**config.mk**
```make
export PLATFORM = sky130hd
export DESIGN_NAME = ram_port_arbiter
export DESIGN_NICKNAME = d
export VERILOG_FILES = /design/src/rtl/ram_port_arbiter.sv
export SDC_FILE = /design/constraint.sdc
export NUM_CORES = 1
export LEC_CHECK = 0
export ABC_AREA = 1
export CORE_AREA = 2 2 95 97
export DETAILED_ROUTE_END_ITERATION = 8
export DIE_AREA = 0 0 97 99
export DONT_BUFFER_PORTS = 1
export MAX_ROUTING_LAYER = met4
export PLACE_DENSITY_LB_ADDON = 0.12
export SYNTH_ARGS = -nofsm -noshare
export SYNTH_HDL_FRONTEND = slang
export SYNTH_SLANG_ARGS = --single-unit
```
**constraint.sdc**
```tcl
create_clock -name clk -period 4 [get_ports clk]
set_input_delay 1 -clock clk [delete_from_list [all_inputs] [get_ports clk]]
set_output_delay 1 -clock clk [all_outputs]
set_load 0.02 [all_outputs]
```
**src/rtl/ram_port_arbiter.sv**
```systemverilog
// Two-requester arbiter for a single-port, write-first 32-bit word RAM.
// Round-robin with a bounded burst hold. Read data returns one cycle later, tagged one-hot to its issuer.
module ram_port_arbiter #(
    parameter int ADDR_W    = 10,
    parameter int MAX_BURST = 4
) (
    input  logic              clk,
    input  logic              rst,
    input  logic [1:0]        req_valid,
    output logic [1:0]        req_ready,
    input  logic [1:0]        req_we,
    input  logic [31:0]       req_addr0,
    input  logic [31:0]       req_addr1,
    input  logic [31:0]       req_wdata0,
    input  logic [31:0]       req_wdata1,
    output logic [1:0]        rsp_valid,
    output logic [31:0]       rsp_rdata,
    output logic [ADDR_W-1:0] ram_addr,
    output logic [31:0]       ram_wdata,
    output logic              ram_we,
    input  logic [31:0]       ram_rdata
);

    localparam logic [3:0] BURST_MAX = 4'(MAX_BURST);

    logic       last;
    logic [3:0] burst;
    logic [1:0] rsp_owner;
    logic [1:0] grant;
    logic       fire;
    logic       sel;

    // The RAM is word-addressed and narrower than the request bus, so the upper address bits are dropped.
    logic unused_addr_bits;
    assign unused_addr_bits = ^{req_addr0[31:ADDR_W], req_addr1[31:ADDR_W]};

    // NOTE: every combinational output gets a default first, so no path through the case infers a latch.
    always_comb begin
        grant = 2'b00;
        case (req_valid)
            2'b01: grant = 2'b01;
            2'b10: grant = 2'b10;
            2'b11: begin
                if (burst < BURST_MAX) grant = last ? 2'b10 : 2'b01;
                else                   grant = last ? 2'b01 : 2'b10;
            end
            default: grant = 2'b00;
        endcase
    end

    assign req_ready = grant;
    assign fire      = |grant;
    assign sel       = grant[1];

    // Port 0's address is the idle default, so ram_addr needs no separate idle mux leg.
    always_comb begin
        ram_addr  = req_addr0[ADDR_W-1:0];
        ram_wdata = 32'h0;
        ram_we    = 1'b0;
        if (grant[1]) begin
            ram_addr  = req_addr1[ADDR_W-1:0];
            ram_wdata = req_wdata1;
            ram_we    = req_we[1];
        end else if (grant[0]) begin
            ram_wdata = req_wdata0;
            ram_we    = req_we[0];
        end
    end

    // NOTE: sequential state uses non-blocking assignments, so every register here samples pre-edge values.
    always_ff @(posedge clk or posedge rst) begin
        if (rst) begin
            last      <= 1'b1;
            burst     <= 4'd0;
            rsp_owner <= 2'b00;
        end else begin
            rsp_owner <= grant;
            if (fire) begin
                if (sel == last) begin
                    burst <= (burst >= BURST_MAX) ? BURST_MAX : burst + 4'd1;
                end else begin
                    last  <= sel;
                    burst <= 4'd1;
                end
            end else begin
                burst <= 4'd0;
            end
        end
    end

    assign rsp_valid = rsp_owner;
    assign rsp_rdata = ram_rdata;

endmodule

```
# After elaboration in Yosys (flattened, before gate mapping)
# Cells that the tools add are included.
word_totals:
  inputBits: 166
  output_inout_bits: 79
  register_bits: 7
  wordCells: 25
classes:
  n_eq_ne: 4
  bitwise: 1
  order_cmp: 2
  mux: 12
  n_reduce_logical: 2
  addsub: 1
ops:
  columns: ["op", "n"]
  rows:
  - ["32-bit 2-to-1 mux", 2]
  - ["4-bit 2-to-1 mux", 3]
  - ["10-bit 2-to-1 mux", 1]
  - ["2-bit 2-to-1 mux", 3]
  - ["2-bit case mux with 3 select lines", 1]
  - ["4-bit by 1-bit adder with 4-bit output (second input constant)", 1]
  - ["2-bit == test (second input constant)", 2]
  - ["4-bit by 3-bit greater-or-equal comparator with 1-bit output (second input constant)", 1]
  - ["4-bit by 3-bit less-than comparator with 1-bit output (second input constant)", 1]
  - ["2-bit by 1-bit == test with 1-bit output (second input constant)", 1]
  - ["1-bit 2-to-1 mux", 2]
  - ["2-bit AND reduction", 1]
  - ["2-bit OR reduction", 1]
  - ["1-bit == test", 1]
  - ["1-bit inverter", 1]

# Depth between registers and ports, before layout
# Gate-level depths: netlist (run 1).
logic_depth:
  ltp_word: 6
  ltp_mapped: 9
  ltp_nobuf: 8

# Least setup slack after synthesis (run 1)
# No wires, ideal clock.
synth_timing:
  path_kind: "input port to output port"
  startpoint: "input req_valid[1]"
  endpoint: "output ram_wdata[10]"
  n_path_buf: 1
  stages: 5
  arrival_ns: 1.674
  required_ns: 3.000
  slack_ns: 1.326
  cell_sequence: "nor2_1 > inv_2 > buf_2 > nand3_1 > nand2_1"
synth_via:
  elab_chain_cells: 4
  word_cells_on_any_way: 6
  cone_classes: "3 x eq/ne; 3 x mux"
synth_lines:
  columns: ["element", "line_no", "text"]
  rows:
  - ["start: declaration", "9", "input logic [1:0] req_valid,"]
  - ["2-bit == test or 2-bit by 1-bit == test with 1-bit output (tied branches)", "40", "case (req_valid)"]
  - ["2-bit case mux with 3 select lines *", "40", null]
  - ["32-bit 2-to-1 mux", "64", "end else if (grant[0]) begin"]
  - ["32-bit 2-to-1 mux *", "60", "if (grant[1]) begin"]
  - ["end: declaration", "19", "output logic [31:0] ram_wdata,"]
# Mark *: on every way between the ends. The rest lies on a longest branch, timed or not.

# Worst setup path after layout (run 1)
layout_timing:
  startpoint: "input req_valid[0]"
  endpoint: "output ram_wdata[25]"
layout_via:
  word_cells_on_any_way: 6
  cone_classes: "3 x eq/ne; 3 x mux"
layout_rtl:
  columns: ["element", "line_no", "text"]
  rows:
  - ["2-bit == test or 2-bit by 1-bit == test with 1-bit output (tied branches)", "40", null]
  - ["2-bit case mux with 3 select lines *", "40", null]
  - ["named net req_ready[1]", "10", "output logic [1:0] req_ready,"]
  - ["32-bit 2-to-1 mux *", "60", null]
# The timed path passes the listed nets; every way through them passes the cells marked *.

==> results.yml, run 1 <==
power:
  power.ir.vdd_worst_mv: 0.0668
  leak_pwr_uw: 0.000567
  power-per-cell-area_mw_per_mm2: 341
grt:
  global_route.usage.total_pct: 6.55
  vias_in_the_first_global_route: 1039
  first_pass_grt_wire_length_mm: 4.89
  overflow: 0
  antenna_found_initial: 0
  largest_net_degree_at_the_start_of_global_routing: 47
placement:
  place.port_buffers: 0
  detailedPlacementHpwl_mm: 2.67
  dpl_worst_slack_ns: 0.998
  place_congestion: 0.617
die:
  die-width_um: 97
  rows: 34
  floorplan.initialDensity_pct: 13.9
  floorplan.die.height_um: 99
  ios: 245
  die_area_mm2: 0.00960
  fp.coreArea_mm2: 0.00855
setup_path:
  timing.reg2reg.setup_slack_ns: 2.38
  timing.rr.start: "burst[3]$_DFF_PP0_"
  path_common_cell: "sky130_fd_sc_hd__nand2_1"
  worst_r2r_path_depth: 7
  timing.rr.end: "rsp_valid[0]$_DFF_PP0_"
  slowest_stage_delay_on_critical_path_ns: 0.42
  timing.setup.critical_path_class: "in -> out"
  cp_data_required_time_ns: 3.00
  timing.critical_path.slowest_stage_cell: "sky130_fd_sc_hd__inv_4"
  endpoint_kind: "output port"
  critical_path.n_buffers_inverters: 1
  critical_path_peak_fanout: 46
  critical-path-top-delay-family: "simple AND/OR/NAND/NOR gates"
  worst_setup_path_start_kind: "primary input"
  crit_arrival_ns: 1.95
  worstPathCellList: "nand3_2, nand2_4, inv_4, nand2_1, nand2_1"
min_path:
  timing.hold.worst.class: "reg -> reg"
  holdPathEnd: "burst[0]$_DFF_PP0_"
  timing.hold.worst_path_depth: 2
  hold_path.startpoint: "burst[0]$_DFF_PP0_"
clock_network:
  clock_tree.buffer_depth: 2
  path_clk_slew_ns: 0.04
  cts-buffers-inserted: 3
  post_cts_buffers: 0
  ctsResizeCount: 0
  tritoncts_clock_tree: "yes"
  clk_latency_ns: 0.22
  hold_buffers: 0
  cts_max_level: 1
  cts_sinks: 7
  cts_root_buffer: "sky130_fd_sc_hd__clkbuf_8"
synth:
  top_reg_cell_synth: "sky130_fd_sc_hd__dfrtp_1"
  yosys_register_bits: 7
  synth.net_count: 374
  ys_types: 21
  async_flop_share_pct: 100
  post-synth-top-area-cell: "sky130_fd_sc_hd__nand2_1"
  synth_area_per_cell_um2: 5.72
  synth.yosys.seq_area_share_pct: 14.9
  synth.cell_area_mm2: 0.00118
  synth_edf_count: 0
  synthesis.instances: 207
  ys_warn_count: 0
  synth_top_cell_area_share_pct: 32.6
  synth_top_cells_by_area: "sky130_fd_sc_hd__nand2_1, sky130_fd_sc_hd__buf_4, sky130_fd_sc_hd__nand3_1"
timing:
  skew_ns: 0.00246
  timing.final.hold_violations: 0
  postLayoutSetupSlackWorst_ns: 1.05
  fin_crit_sh_pct: 73.7
  setup_repair_after_global_routing_missed_its_margin: "false"
  final_total_negative_setup_slack_ns: 0
  timing.final.max_slew_violations: 0
  period_minus_slack_ns: 2.95
  finalSetupViolCount: 0
  timing.max_slew.rel_slack_pct: 56.7
  timing.fmax_ghz: 0.339
  worst_tran_pin_value_ns: 0.648
detailed_routing:
  route.detailed.drc: 0
  postRouteAntennaNets: 0
  routed_wirelength_mm: 3.56
  viasPerCell: 4.06
  route.vias.total: 1124
  first_drt_pass_iteration_count: 4
  dr.first_iter.drc_count: 59
  post_drt_wl_per_cell_um: 12.8
final_layout:
  seqCellArea_um2: 176
  layout.cells.most_common_list: "sky130_fd_sc_hd__nand2_1, sky130_fd_sc_hd__nand3_1, sky130_fd_sc_hd__dfrtp_1"
  nets: 337
  fin_util_pct: 12.2
  layout.cells.most_common: "sky130_fd_sc_hd__nand2_1"
  synthToLayoutAreaGrowth_pct: -12.0
  num-fill-cells: 1007
  multi_input_comb_area_um2: 653
  share_of_post_route_cells_with_drive_strength_above_1_pct: 7.69
  n_antenna_cell: 0
job:
  maxCapViolations: 0
run_status:
  outcome: "finished, final reports clean"
==> registers in the layout, summed over array words and instances, names as in the netlist <==
| signal | cells |
|---|---|
| rsp_valid | 2 |
| last | 1 |
| burst | 4 |
==> final cells by class <==
type | instances | area share, %
Sequential cell | 7 | 16.9
Timing Repair Buffer | 1 | 0.720
Inverter | 6 | 2.40
Tap cell | 108 | 13.0
Multi-Input combinational cell | 151 | 62.7
Clock buffer | 4 | 4.32
==> worst min-delay path, stage by stage, from the launching register on <==
cell and delay [ns]:
sky130_fd_sc_hd__dfrtp_1 0.34, sky130_fd_sc_hd__or2_2 0.11, sky130_fd_sc_hd__a21oi_1 0.05
==> synthesized netlist by cell type (all sizes together), types with 2 or more instances <==
cell,n
inv,6
o211ai,2
nand3,34
dfrtp,6
nand2,104
nor2,6
buf,43
==> worst max-delay path by stage <==
stage                     cells after the start       endpoint         start  slack [ns]
after floorplan                               5  ram_wdata[10]  req_valid[1]        1.33
after global placement                        5  ram_wdata[25]  req_valid[0]        0.98
after detailed placement                      5  ram_wdata[25]  req_valid[0]         1.0
after CTS                                     5  ram_wdata[25]  req_valid[0]         1.0
after global routing                          5  ram_wdata[12]  req_valid[0]        0.91
final                                         5  ram_wdata[25]  req_valid[0]        1.05
==> kinds of logic (layout without fill, tap and decap cells) <==
| group | after synthesis | after routing | share of synthesized area, % |
|---|---|---|---|
| and+or+nand+nor | 145 | 145 | 51.6 |
| buffers and inverters | 49 | 11 | 30.0 |
| DFF | 7 | 7 | 14.9 |
| AOI/OAI and AO/OA | 4 | 4 | 2.11 |
| adders and majority gates | 1 | 1 | 1.06 |
| other | 1 | 1 | 0.316 |
==> per-stage QoR <==
step                      cell area (um2)  power, uW  instances  hold slack, ns
final                                1040        355        277           0.541
after global routing                 1040        383        277           0.593
after global placement                997        266        273           0.553
after floorplan                      1180        298        207           0.508
after CTS                            1040        365        277           0.543
after detailed placement              997        264        273           0.537
==> metal layers <==
metal  global-route usage, %  share of wire, %
met2                    12.8                54
met3                   0.851               8.9
met4                    4.98               4.1
met5                       -                 0
met1                    5.64                33
==> power by group <==
part	internal (uW)	switching, uW
Clock	68.7	27.9
Combinational	33.7	139
Sequential	79.3	6.55
Power figures use the tool's default switching activity.
==> run 2, diff against run 1 <==
Clock period 4 ns to 2.8 ns, I/O delays scaled along.
==> run 2 against run 1 <==
Count of clock-buffer cells in the layout did not move. Critical endpoint unchanged. Die area is the same. Utilization is the same. Largest power group unchanged.
==> results.yml, run 2 (synthesized netlist as in run 1, its figures left out) <==
run_status:
  outcome: "finished, final reports clean"
grt:
  first_pass_grt_wire_length_mm: 4.89
  antenna_found_initial: 0
  overflow: 0
  grt.met3_usage_pct: 0.922
  global_route.usage.total_pct: 6.54
  top_usage_layer: "met2"
  largest_net_degree_at_the_start_of_global_routing: 47
  grt.met2_usage_pct: 12.7
  vias_in_the_first_global_route: 1014
  grt_use_met1_pct: 5.52
setup_path:
  worst_setup_path_start_kind: "flop"
  critical_path_peak_fanout: 46
  cp_data_required_time_ns: 2.10
  timing.setup.critical_path_class: "reg -> out"
  crit_arrival_ns: 1.86
  endpoint_kind: "output port"
detailed_routing:
  route.vias.total: 1128
  postRouteAntennaNets: 0
  route.detailed.drc: 0
  first_drt_pass_iteration_count: 4
  post_drt_wl_per_cell_um: 12.6
  dr.first_iter.drc_count: 22
  viasPerCell: 4.07
  routed_wirelength_mm: 3.50
placement:
  place.port_buffers: 0
  detailedPlacementHpwl_mm: 2.68
  place_congestion: 0.598
clock_network:
  ctsResizeCount: 0
  cts-buffers-inserted: 3
  clock_tree.buffer_depth: 2
  tritoncts_clock_tree: "yes"
  hold_buffers: 0
  cts_max_level: 1
  cts_sinks: 7
  post_cts_buffers: 0
  clk_latency_ns: 0.22
  cts_root_buffer: "sky130_fd_sc_hd__clkbuf_8"
  path_clk_slew_ns: 0.04
final_layout:
  layout.cells.most_common: "sky130_fd_sc_hd__nand2_1"
  fin_util_pct: 12.2
  n_antenna_cell: 0
  layout.cells.most_common_list: "sky130_fd_sc_hd__nand2_1, sky130_fd_sc_hd__nand3_1, sky130_fd_sc_hd__dfrtp_1"
  largest_register: "burst"
  share_of_post_route_cells_with_drive_strength_above_1_pct: 7.69
  synthToLayoutAreaGrowth_pct: -12.0
  largest_register_ffs: 4
  nets: 337
die:
  die-width_um: 97
  die_area_mm2: 0.00960
  ios: 245
  rows: 34
  fp.coreArea_mm2: 0.00855
  floorplan.initialDensity_pct: 13.9
  floorplan.die.height_um: 99
job:
  maxCapViolations: 0
timing:
  skew_ns: 0.00117
  timing.max_slew.rel_slack_pct: 58.0
  period_minus_slack_ns: 2.56
  final_total_negative_setup_slack_ns: 0
  fin_crit_sh_pct: 91.4
  timing.final.hold_violations: 0
  finalSetupViolCount: 0
  setup_repair_after_global_routing_missed_its_margin: "false"
  timing.fmax_ghz: 0.391
  worst_tran_pin_value_ns: 0.628
  timing.final.max_slew_violations: 0
min_path:
  timing.hold.worst.class: "in -> async"
power:
  power-per-cell-area_mw_per_mm2: 487
  leak_pwr_uw: 0.000567
  power.ir.vdd_worst_mv: 0.0930
[run 2: cell counts in the layout (fill, tap and decap cells not counted)]
No cell type changed its count.
[run 2: worst paths after layout]
check | from | endpoint | slack [ns] | cells after the start
setup / recovery | burst[3]$_DFF_PP0_ | ram_wdata[25] | 0.24 | 7
hold / removal | rst | rsp_valid[0]$_DFF_PP0_ | 0.29 | 1
setup reg to reg | burst[3]$_DFF_PP0_ | rsp_valid[0]$_DFF_PP0_ | 1.17 | 7
hold reg to reg | burst[0]$_DFF_PP0_ | burst[0]$_DFF_PP0_ | 0.54 | 2
max in group asynchronous | rst | last$_DFFE_PP1P_ | 2.24 | 1
min in group clk | burst[0]$_DFF_PP0_ | burst[0]$_DFF_PP0_ | 0.54 | 2
[run 2: cell type report]
type / count / area [um2]
well taps: 108 / 135
repair buffers: 1 / 7.51
multi-input cells: 151 / 653
inverters: 6 / 25.0
clock buffers: 4 / 45.0
flip-flops and latches: 7 / 176
fillers: 985 / 7510
[run 2: per-layer routing]
metal	routed length, um	share of wire, %
met1	1100	31
met2	1870	53
met3	373	11
met4	161	4.6
met5	0	0
[run 2: power by group]
| group | internal, uW | switching (uW) |
|---|---|---|
| clock | 98.3 | 41.3 |
| combinational | 48.1 | 198 |
| sequential | 113 | 9.29 |
| total | 260 | 248 |
[run 2: stage by stage]
step / instances / worst slack, ns / hold slack [ns] / total power (uW) / cell area (um2)
global placement: 273 / 0.351 / 0.546 / 380 / 997
detailed placement: 273 / 0.358 / 0.536 / 377 / 997
global route: 277 / 0.0316 / 0.300 / 547 / 1040
floorplan: 207 / 0.726 / 0.503 / 425 / 1180
CTS: 277 / 0.163 / 0.295 / 520 / 1040
finish: 277 / 0.241 / 0.290 / 508 / 1040
[run 2: worst max-delay path, cell delays in order (launching register included)]
cell and delay [ns]:
sky130_fd_sc_hd__dfrtp_1 0.39, sky130_fd_sc_hd__nor2_4 0.16, sky130_fd_sc_hd__nand2_1 0.08, sky130_fd_sc_hd__nand3_2 0.09, sky130_fd_sc_hd__nand2_4 0.14, sky130_fd_sc_hd__inv_4 0.43
sky130_fd_sc_hd__nand2_1 0.12, sky130_fd_sc_hd__nand2_1 0.20
